--- src/rtl/rot_pkg.sv ---
// rot_pkg: shared encodings for the rotate/shift sequencer.
// Used by rot_step and rot_seq_ctrl.
package rot_pkg;

  localparam int WIDTH_DEFAULT = 16;

  typedef enum logic [1:0] {
    OP_ROR = 2'd0,
    OP_ROL = 2'd1,
    OP_SLL = 2'd2,
    OP_SRL = 2'd3
  } op_e;

  typedef enum logic [1:0] {
    S_IDLE  = 2'd0,
    S_SHIFT = 2'd1,
    S_DONE  = 2'd2
  } state_e;

endpackage

--- src/rtl/rot_step.sv ---
// rot_step: one combinational rotate/shift step of 1 or 4 bits.
// carry_out is the last single bit moved out by the step.
module rot_step
  import rot_pkg::*;
#(
  parameter int WIDTH = WIDTH_DEFAULT
) (
  input  logic [WIDTH-1:0] value,
  input  op_e              op,
  input  logic             nib,
  output logic [WIDTH-1:0] next_value,
  output logic             carry_out
);

  // select the stepped value and the outgoing bit
  always_comb begin
    next_value = value;
    carry_out  = 1'b0;
    unique case (op)
      OP_ROR: begin
        if (nib) begin
          next_value = {value[3:0], value[WIDTH-1:4]};
          carry_out  = value[3];
        end else begin
          next_value = {value[0], value[WIDTH-1:1]};
          carry_out  = value[0];
        end
      end
      OP_ROL: begin
        if (nib) begin
          next_value = {value[WIDTH-5:0], value[WIDTH-1:WIDTH-4]};
          carry_out  = value[WIDTH-4];
        end else begin
          next_value = {value[WIDTH-2:0], value[WIDTH-1]};
          carry_out  = value[WIDTH-1];
        end
      end
      OP_SLL: begin
        if (nib) begin
          next_value = {value[WIDTH-5:0], 4'b0000};
          carry_out  = value[WIDTH-4];
        end else begin
          next_value = {value[WIDTH-2:0], 1'b0};
          carry_out  = value[WIDTH-1];
        end
      end
      OP_SRL: begin
        if (nib) begin
          next_value = {4'b0000, value[WIDTH-1:4]};
          carry_out  = value[3];
        end else begin
          next_value = {1'b0, value[WIDTH-1:1]};
          carry_out  = value[0];
        end
      end
    endcase
  end

endmodule

--- src/rtl/rot_seq_ctrl.sv ---
// rot_seq_ctrl: multi-cycle ROR/ROL/SLL/SRL sequencer, valid/ready I/O.
// ROT_SEQ_NIBBLE_STEP_EN enables 4-bit steps while cnt >= 4.
module rot_seq_ctrl
  import rot_pkg::*;
#(
  parameter int WIDTH = WIDTH_DEFAULT,
  parameter int CNT_W = 5
) (
  input  logic             clk,
  input  logic             reset,
  input  logic             in_valid,
  output logic             in_ready,
  input  logic [1:0]       op,
  input  logic [WIDTH-1:0] a,
  input  logic [WIDTH-1:0] b,
  output logic             out_valid,
  input  logic             out_ready,
  output logic [WIDTH-1:0] result,
  output logic             zero,
  output logic             carry
);

  localparam int SW = $clog2(WIDTH);

  state_e           state;
  state_e           state_nxt;
  op_e              op_q;
  op_e              op_nxt;
  logic [CNT_W-1:0] cnt;
  logic [CNT_W-1:0] cnt_nxt;
  logic [CNT_W-1:0] amt;
  logic [CNT_W-1:0] dec;
  logic [WIDTH-1:0] res_nxt;
  logic             carry_nxt;
  logic             nib;
  logic [WIDTH-1:0] step_val;
  logic             step_c;

`ifdef ROT_SEQ_NIBBLE_STEP_EN
  assign nib = (cnt >= CNT_W'(4));
`else
  assign nib = 1'b0;
`endif

  assign dec       = nib ? CNT_W'(4) : CNT_W'(1);
  assign in_ready  = (state == S_IDLE);
  assign out_valid = (state == S_DONE);
  assign zero      = out_valid && (result == '0);

  rot_step #(
    .WIDTH (WIDTH)
  ) u_step (
    .value      (result),
    .op         (op_q),
    .nib        (nib),
    .next_value (step_val),
    .carry_out  (step_c)
  );

  // effective amount: rotates wrap, shifts clamp at WIDTH
  always_comb begin
    amt = '0;
    if (op_e'(op) == OP_ROR || op_e'(op) == OP_ROL) begin
      amt = CNT_W'(b[SW-1:0]);
    end else if (b >= WIDTH'(WIDTH)) begin
      amt = CNT_W'(WIDTH);
    end else begin
      amt = CNT_W'(b);
    end
  end

  // next-state and datapath updates
  always_comb begin
    state_nxt = state;
    op_nxt    = op_q;
    cnt_nxt   = cnt;
    res_nxt   = result;
    carry_nxt = carry;
    unique case (state)
      S_IDLE: begin
        if (in_valid) begin
          op_nxt    = op_e'(op);
          res_nxt   = a;
          carry_nxt = 1'b0;
          cnt_nxt   = amt;
          state_nxt = (amt == '0) ? S_DONE : S_SHIFT;
        end
      end
      S_SHIFT: begin
        res_nxt   = step_val;
        carry_nxt = step_c;
        cnt_nxt   = cnt - dec;
        if (cnt == dec) begin
          state_nxt = S_DONE;
        end
      end
      S_DONE: begin
        if (out_ready) begin
          state_nxt = S_IDLE;
        end
      end
      default: begin
        state_nxt = S_IDLE;
      end
    endcase
  end

  // state and datapath registers
  always_ff @(posedge clk or posedge reset) begin
    if (reset) begin
      state  <= S_IDLE;
      op_q   <= OP_ROR;
      cnt    <= '0;
      result <= '0;
      carry  <= 1'b0;
    end else begin
      state  <= state_nxt;
      op_q   <= op_nxt;
      cnt    <= cnt_nxt;
      result <= res_nxt;
      carry  <= carry_nxt;
    end
  end

endmodule
--- config.mk ---
export PLATFORM = sky130hd
export DESIGN_NAME = rot_seq_ctrl
export DESIGN_NICKNAME = d
export VERILOG_FILES = /design/src/rtl/rot_pkg.sv /design/src/rtl/rot_step.sv /design/src/rtl/rot_seq_ctrl.sv
export SDC_FILE = /design/constraint.sdc
export NUM_CORES = 1
export LEC_CHECK = 0
export CORE_UTILIZATION = 53
export CTS_BUF_LIST = sky130_fd_sc_hd__clkbuf_8
export DETAILED_ROUTE_END_ITERATION = 12
export PLACE_DENSITY = 0.88
export SLEW_MARGIN = 40
export SYNTH_ARGS = -nofsm -noshare
export SYNTH_HDL_FRONTEND = slang
export SYNTH_HIERARCHICAL = 1
export SYNTH_SLANG_ARGS = --single-unit
--- constraint.sdc ---
create_clock -name clk -period 2.5 [get_ports clk]
set_input_delay 0.5 -clock clk [delete_from_list [all_inputs] [get_ports clk]]
set_output_delay 0.5 -clock clk [all_outputs]
set_load 0.02 [all_outputs]
Word-level counts from Yosys, hierarchy flattened
Cells that the tools add are included.
{"block": "word_totals", "register_bits": 26, "in_bits": 38}
{"block": "classes", "add_sub_neg": 1, "n_lt_le_gt_ge": 1, "n_eq_ne": 10, "n_mux": 15, "reduce_logical": 13}
{"operator": "one-hot mux 16 bit (4 select lines)", "n": 1}
{"operator": "one-hot mux 16 bit (2 select lines)", "n": 1}
{"operator": ">= comparator 16 x 5 -> 1 bit (second input constant)", "n": 1}
{"operator": "logical NOT 16 bit", "n": 1}
{"operator": "two-way mux 16 bit", "n": 1}
{"operator": "two-way mux 5 bit", "n": 3}
{"operator": "one-hot mux 5 bit (2 select lines)", "n": 1}
{"operator": "two-way mux 2 bit", "n": 4}
{"operator": "== test 2 x 1 -> 1 bit (second input constant)", "n": 3}
{"operator": "== test 2 bit (second input constant)", "n": 3}
{"operator": "logical NOT 2 bit", "n": 3}
{"operator": "one-hot mux 2 bit (3 select lines)", "n": 1}
{"operator": "== test 5 x 1 -> 1 bit (second input constant)", "n": 1}
{"operator": "logical NOT 5 bit", "n": 1}
{"operator": "subtractor 5 x 1 -> 5 bit (second input constant)", "n": 1}
{"operator": "inequality test 2 bit (second input constant)", "n": 2}
{"operator": "one-hot mux 1 bit (2 select lines)", "n": 2}
{"operator": "AND reduction 2 bit", "n": 2}
{"operator": "OR reduction 2 bit", "n": 2}
{"operator": "AND reduction 3 bit", "n": 1}
{"operator": "inequality test 2 x 1 -> 1 bit (second input constant)", "n": 1}
{"operator": "nonzero test 2 bit", "n": 1}
{"operator": "logical AND 1 bit", "n": 1}
{"operator": "logical OR 1 bit", "n": 1}
{"operator": "two-way mux 1 bit", "n": 1}

Logic depth before layout (Yosys ltp)
{"block": "depth", "ltp_word": 7, "mapped_depth": 8}

Hierarchy
Netlist, hierarchy kept.
{"module": "rot_seq_ctrl", "n_inst": 1, "cells_each": 158, "area_each_um2": 1351.3, "seq_area_each_um2": 650.6}
{"module": "rot_step", "n_inst": 1, "cells_each": 86, "area_each_um2": 625.6, "seq_area_each_um2": 0.0}

Worst setup path after synthesis
Ideal clock, no wire load.
{"block": "synth_path", "kind": "register to output", "start": "register result[0]", "end": "output port zero", "arrival_ps": 1492, "t_required_ps": 2000, "slack_ps": 508, "stages_incl_launch_ff": 3, "cell_sequence": "dfrtp_1 > or4_1 > nor3_1"}
{"block": "synth_between", "elab_chain_cells": 2}
{"element": "start, declared", "line_no": "rot_seq_ctrl.sv:18", "rtl": "output logic [WIDTH-1:0] result,"}
{"element": "start signal, assigned", "line_no": "rot_seq_ctrl.sv:120", "rtl": "result <= res_nxt;"}
{"element": "logical NOT 16 bit", "line_no": "rot_seq_ctrl.sv:48", "rtl": "assign zero = out_valid && (result == '0);"}
{"element": "logical AND 1 bit", "line_no": "rot_seq_ctrl.sv:48"}
{"element": "end, declared", "line_no": "rot_seq_ctrl.sv:19", "rtl": "output logic zero,"}
No other way between the ends.

Final worst setup path
Ends and elaborated chain as after synthesis.

==> out/summary.txt <==
CTS
------------------------------------------------------------------------------------
Max clock buf depth                                                                2
Insertion delay to the later sink of the worst-skew pair                      270 ps
CTS H-tree depth                                                                   1
Number of buffers inserted to repair setup after CTS                               0
Clock-pin slew on the worst setup and hold paths                               90 ps
CTS tree                                                                         yes
Number of sinks handled by clock tree synthesis                                   26
Library cell used as clock root buffer                                  sky130_fd_sc_hd__clkbuf_8
Number of buffers created by CTS                                                   3

POWER AND IR DROP
------------------------------------------------------------------------------------
Combinational power share                                                      66.3%
Power density over the cells                                            1287 nW/um^2
Internal Dissipation                                                        1.806 mW
Switching pwr                                                               1.621 mW
Clock share of power                                                            8.1%
Max IR drop VDD                                                             673.8 uV
Switching power as a share of total power                                     47.31%
Proportion of power drawn by flip-flops and latches                            25.6%
Total chip power                                                            3.427 mW
Static leakage power                                                        1.107 nW

STA
------------------------------------------------------------------------------------
Final sum of negative setup slack                                               0 ps
Highest clock rate                                                        0.4403 GHz
Count of final setup violators                                                     0
Unrepaired setup endpoints after global routing                                false
Hold Vio Cnt, Final                                                                0
Measured slew at the worst slew-check pin                                   732.7 ps
Post-Route Hold Slack                                                       526.3 ps
Time the worst path needs with I/O delays and setup                          2271 ps
Final WS setup                                                              228.8 ps
Post-route clock skew                                                       2.716 ps
Post-route fraction of the period consumed by the critical path               90.85%
Max-slew violation count                                                           0
Slew HR                                                                       51.15%

DIE
------------------------------------------------------------------------------------
Die boundary width                                                          63.08 um
Starting density of the core                                                  57.43%
Placeable Area                                                            3442 sq um
Overall die height                                                          63.08 um
IO Count                                                                          58
Core Rows                                                                         21
Die Area                                                                  3978 sq um

WORST HOLD PATH
------------------------------------------------------------------------------------
Worst Hold Launch                                                              carry
Hold/Removal Path Class                                                 register to register

LOGIC SYNTHESIS
------------------------------------------------------------------------------------
Largest cells by area after synthesis                                   sky130_fd_sc_hd__dfrtp_1 33%, sky130_fd_sc_hd__nand2_1 6.8%, sky130_fd_sc_hd__a21oi_1 5.3%
Most frequent cell after synthesis                                      sky130_fd_sc_hd__nand2_1
Post-synthesis cell type count                                                    42
Top cell type's share of synthesized area                                     32.91%
Yosys reg bits                                                                    26
Synth Net Count                                                                  290
Cells after Synth                                                                244
Area of the mapped netlist                                                1977 sq um
Number of synthesized flops with an enable pin                                     0
Share of flip-flops with an asynchronous set or reset after synthesis         100.0%
Cell taking the most area after synthesis                               sky130_fd_sc_hd__dfrtp_1
Flip-flop cell with the highest count after synthesis                   sky130_fd_sc_hd__dfrtp_1
Commonest cells post-synth                                              36 x sky130_fd_sc_hd__nand2_1, 27 x sky130_fd_sc_hd__nor2_1, 26 x sky130_fd_sc_hd__dfrtp_1
Per-instance average area after synthesis                                8.102 sq um
Sequential cell area fraction in the yosys report                             32.91%
Total number of yosys warnings                                                     6

PLACE
------------------------------------------------------------------------------------
Hpwl dp                                                                      4160 um
Post-place setup slack                                                      262.0 ps
Instance area at placement                                                2610 sq um
GP Congestion                                                                 0.9214
Port-buffer cells                                                                 57

WORST SETUP PATH
------------------------------------------------------------------------------------
Internal reg-to-reg setup slack                                               650 ps
Worst flop-to-flop path startpoint                                           op_q[0]
Crit Path Class                                                         register to primary output
Largest stage delay, worst path                                               570 ps
Critical Path End Type                                                  primary output
Cell Chain, Critical Path                                               or4_1 > nor3_1 > dlygate4sd2_1
Cell family contributing the most delay on the critical path            simple AND/OR/NAND/NOR gates
Slowest-stage cell, CP                                                  sky130_fd_sc_hd__or4_1
Data required time of the worst path                                         2000 ps
Worst setup path startpoint                                                result[0]
Number of buffers and inverters on the critical path                               1
Startpoint type of the worst setup path                                     register
Critical Path Fanout Max                                                           2
Arrival time reported for the critical path endpoint                         1770 ps

DRT
------------------------------------------------------------------------------------
Routed vias/inst                                                               5.846
Final WL                                                                     5589 um
DRC viols                                                                          0
Residual antenna-violating net count after detailed routing                        0
Post-DR wirelength/cell                                                     15.97 um
Routed via count                                                               2,046
Drt initial violations                                                           246
Drt first pass iters                                                               5

GLOBAL ROUTE
------------------------------------------------------------------------------------
Via count of the first global-routing pass                                     1,824
Initial antenna violation count                                                    0
Grt total ovfl                                                                     0
GRT Total Usage                                                               29.52%
First-pass GRT wire length                                                   9232 um
Maximum number of pins on one net before global-route repair                      45

LAYOUT
------------------------------------------------------------------------------------
Count of inserted antenna diode cells                                              0
Share of cells above drive strength 1                                         9.868%
Syn-to-layout area delta                                                      34.75%
Number of fill cells                                                             264
Post-route design area                                                    2664 sq um
Final net count                                                                  351

JOB
------------------------------------------------------------------------------------
Max cap viols                                                                      0

OUTCOME
------------------------------------------------------------------------------------
Run status                                                              finished clean

-- final timing paths --
check	end	cells past startpoint
min in group asynchronous	result[10]	3
setup / recovery	zero	3
max in group asynchronous	result[0]	3
hold reg to reg	carry	1
hold / removal	carry	1
setup reg to reg	result[13]	7
-- kinds of logic (layout without fill, tap and decap cells) --
kind of cell / count (synthesis) / after routing / synth area share (%)
flops: 26 / 26 / 32.91
mux: 12 / 12 / 6.835
compound gates: 74 / 74 / 23.99
other cells: 1 / 1 / 0.1897
simple gates: 99 / 99 / 24.24
buf+inv: 24 / 84 / 6.772
fa+ha+maj: 8 / 8 / 5.063
-- flip-flops by register name, indices dropped and copies added (netlist names) --
register	cells
carry	1
cnt	5
op_q	2
result	16
state	2
-- layer usage --
metal / up-vias / track usage (%) / part of all wire [%]
li1: 1003 / - / -
met1: 941 / 45.25 / 45
met2: 90 / 43.55 / 45
met3: 12 / 3.804 / 8.1
met4: 0 / 6.686 / 1.6
met5: - / 0 / 0
-- cell usage in the layout (no fill, tap or decap), types with 2 or more instances in the layout --
| cell | synthesis | layout |
|---|---|---|
| sky130_fd_sc_hd__buf_4 | 1 | 14 |
| sky130_fd_sc_hd__a21oi_1 | 21 | 21 |
| sky130_fd_sc_hd__nand2b_1 | 5 | 5 |
| sky130_fd_sc_hd__nor2_1 | 27 | 27 |
| sky130_fd_sc_hd__nor3_1 | 2 | 2 |
| sky130_fd_sc_hd__a31oi_1 | 16 | 16 |
| sky130_fd_sc_hd__clkdlybuf4s50_1 | 0 | 56 |
| sky130_fd_sc_hd__o21ai_0 | 2 | 2 |
| sky130_fd_sc_hd__o22ai_1 | 12 | 12 |
| sky130_fd_sc_hd__a221o_1 | 3 | 3 |
| sky130_fd_sc_hd__or3_1 | 2 | 2 |
| sky130_fd_sc_hd__nand3_1 | 6 | 6 |
| sky130_fd_sc_hd__a21boi_0 | 3 | 3 |
| sky130_fd_sc_hd__inv_1 | 9 | 9 |
| sky130_fd_sc_hd__mux2i_1 | 6 | 6 |
| sky130_fd_sc_hd__clkbuf_8 | 0 | 4 |
| sky130_fd_sc_hd__mux2_2 | 4 | 4 |
| sky130_fd_sc_hd__nor2b_1 | 8 | 8 |
| sky130_fd_sc_hd__mux2_4 | 2 | 2 |
| sky130_fd_sc_hd__ha_1 | 8 | 8 |
| sky130_fd_sc_hd__o21ai_1 | 4 | 4 |
| sky130_fd_sc_hd__nor4_1 | 4 | 4 |
| sky130_fd_sc_hd__a22oi_1 | 2 | 2 |
| sky130_fd_sc_hd__o221ai_1 | 4 | 4 |
| sky130_fd_sc_hd__nor4_2 | 3 | 3 |
| sky130_fd_sc_hd__dfrtp_1 | 26 | 26 |
| sky130_fd_sc_hd__nand2_1 | 36 | 36 |
-- power groups by stage --
| stage | combinational, mW | clock (mW) | sequential (mW) |
|---|---|---|---|
| 2_1_floorplan | 1.24 | 0 | 1.04 |
| 3_3_place_gp | 2.22 | 0 | 0.857 |
| 3_5_place_dp | 2.23 | 0 | 0.880 |
| 4_1_cts | 2.25 | 0.283 | 0.872 |
| 5_1_grt | 2.47 | 0.298 | 0.913 |
| 6_report | 2.27 | 0.278 | 0.877 |
-- repair_timing --
action / in CTS / in global routing
resized for setup: 1 / 0
endpoints found under the setup margin: 1 / 0
hold buffers: 0 / 0
-- per-stage QoR --
step / utilization [%] / instances
after global routing: 77.39 / 350
after CTS: 77.39 / 350
after global placement: 75.83 / 346
final: 77.39 / 350
after floorplan: - / 244
after detailed placement: 75.83 / 346
-- final cells by class --
type | instances | area [sq um] | area share, %
multi-input combinational | 194 | 1192 | 44.76
timing repair buffer | 71 | 674.4 | 25.32
sequential | 26 | 650.6 | 24.42
tap | 46 | 57.56 | 2.161
clock buffer | 4 | 55.05 | 2.067
inverter | 9 | 33.78 | 1.268
Power figures use the tool's default switching activity.
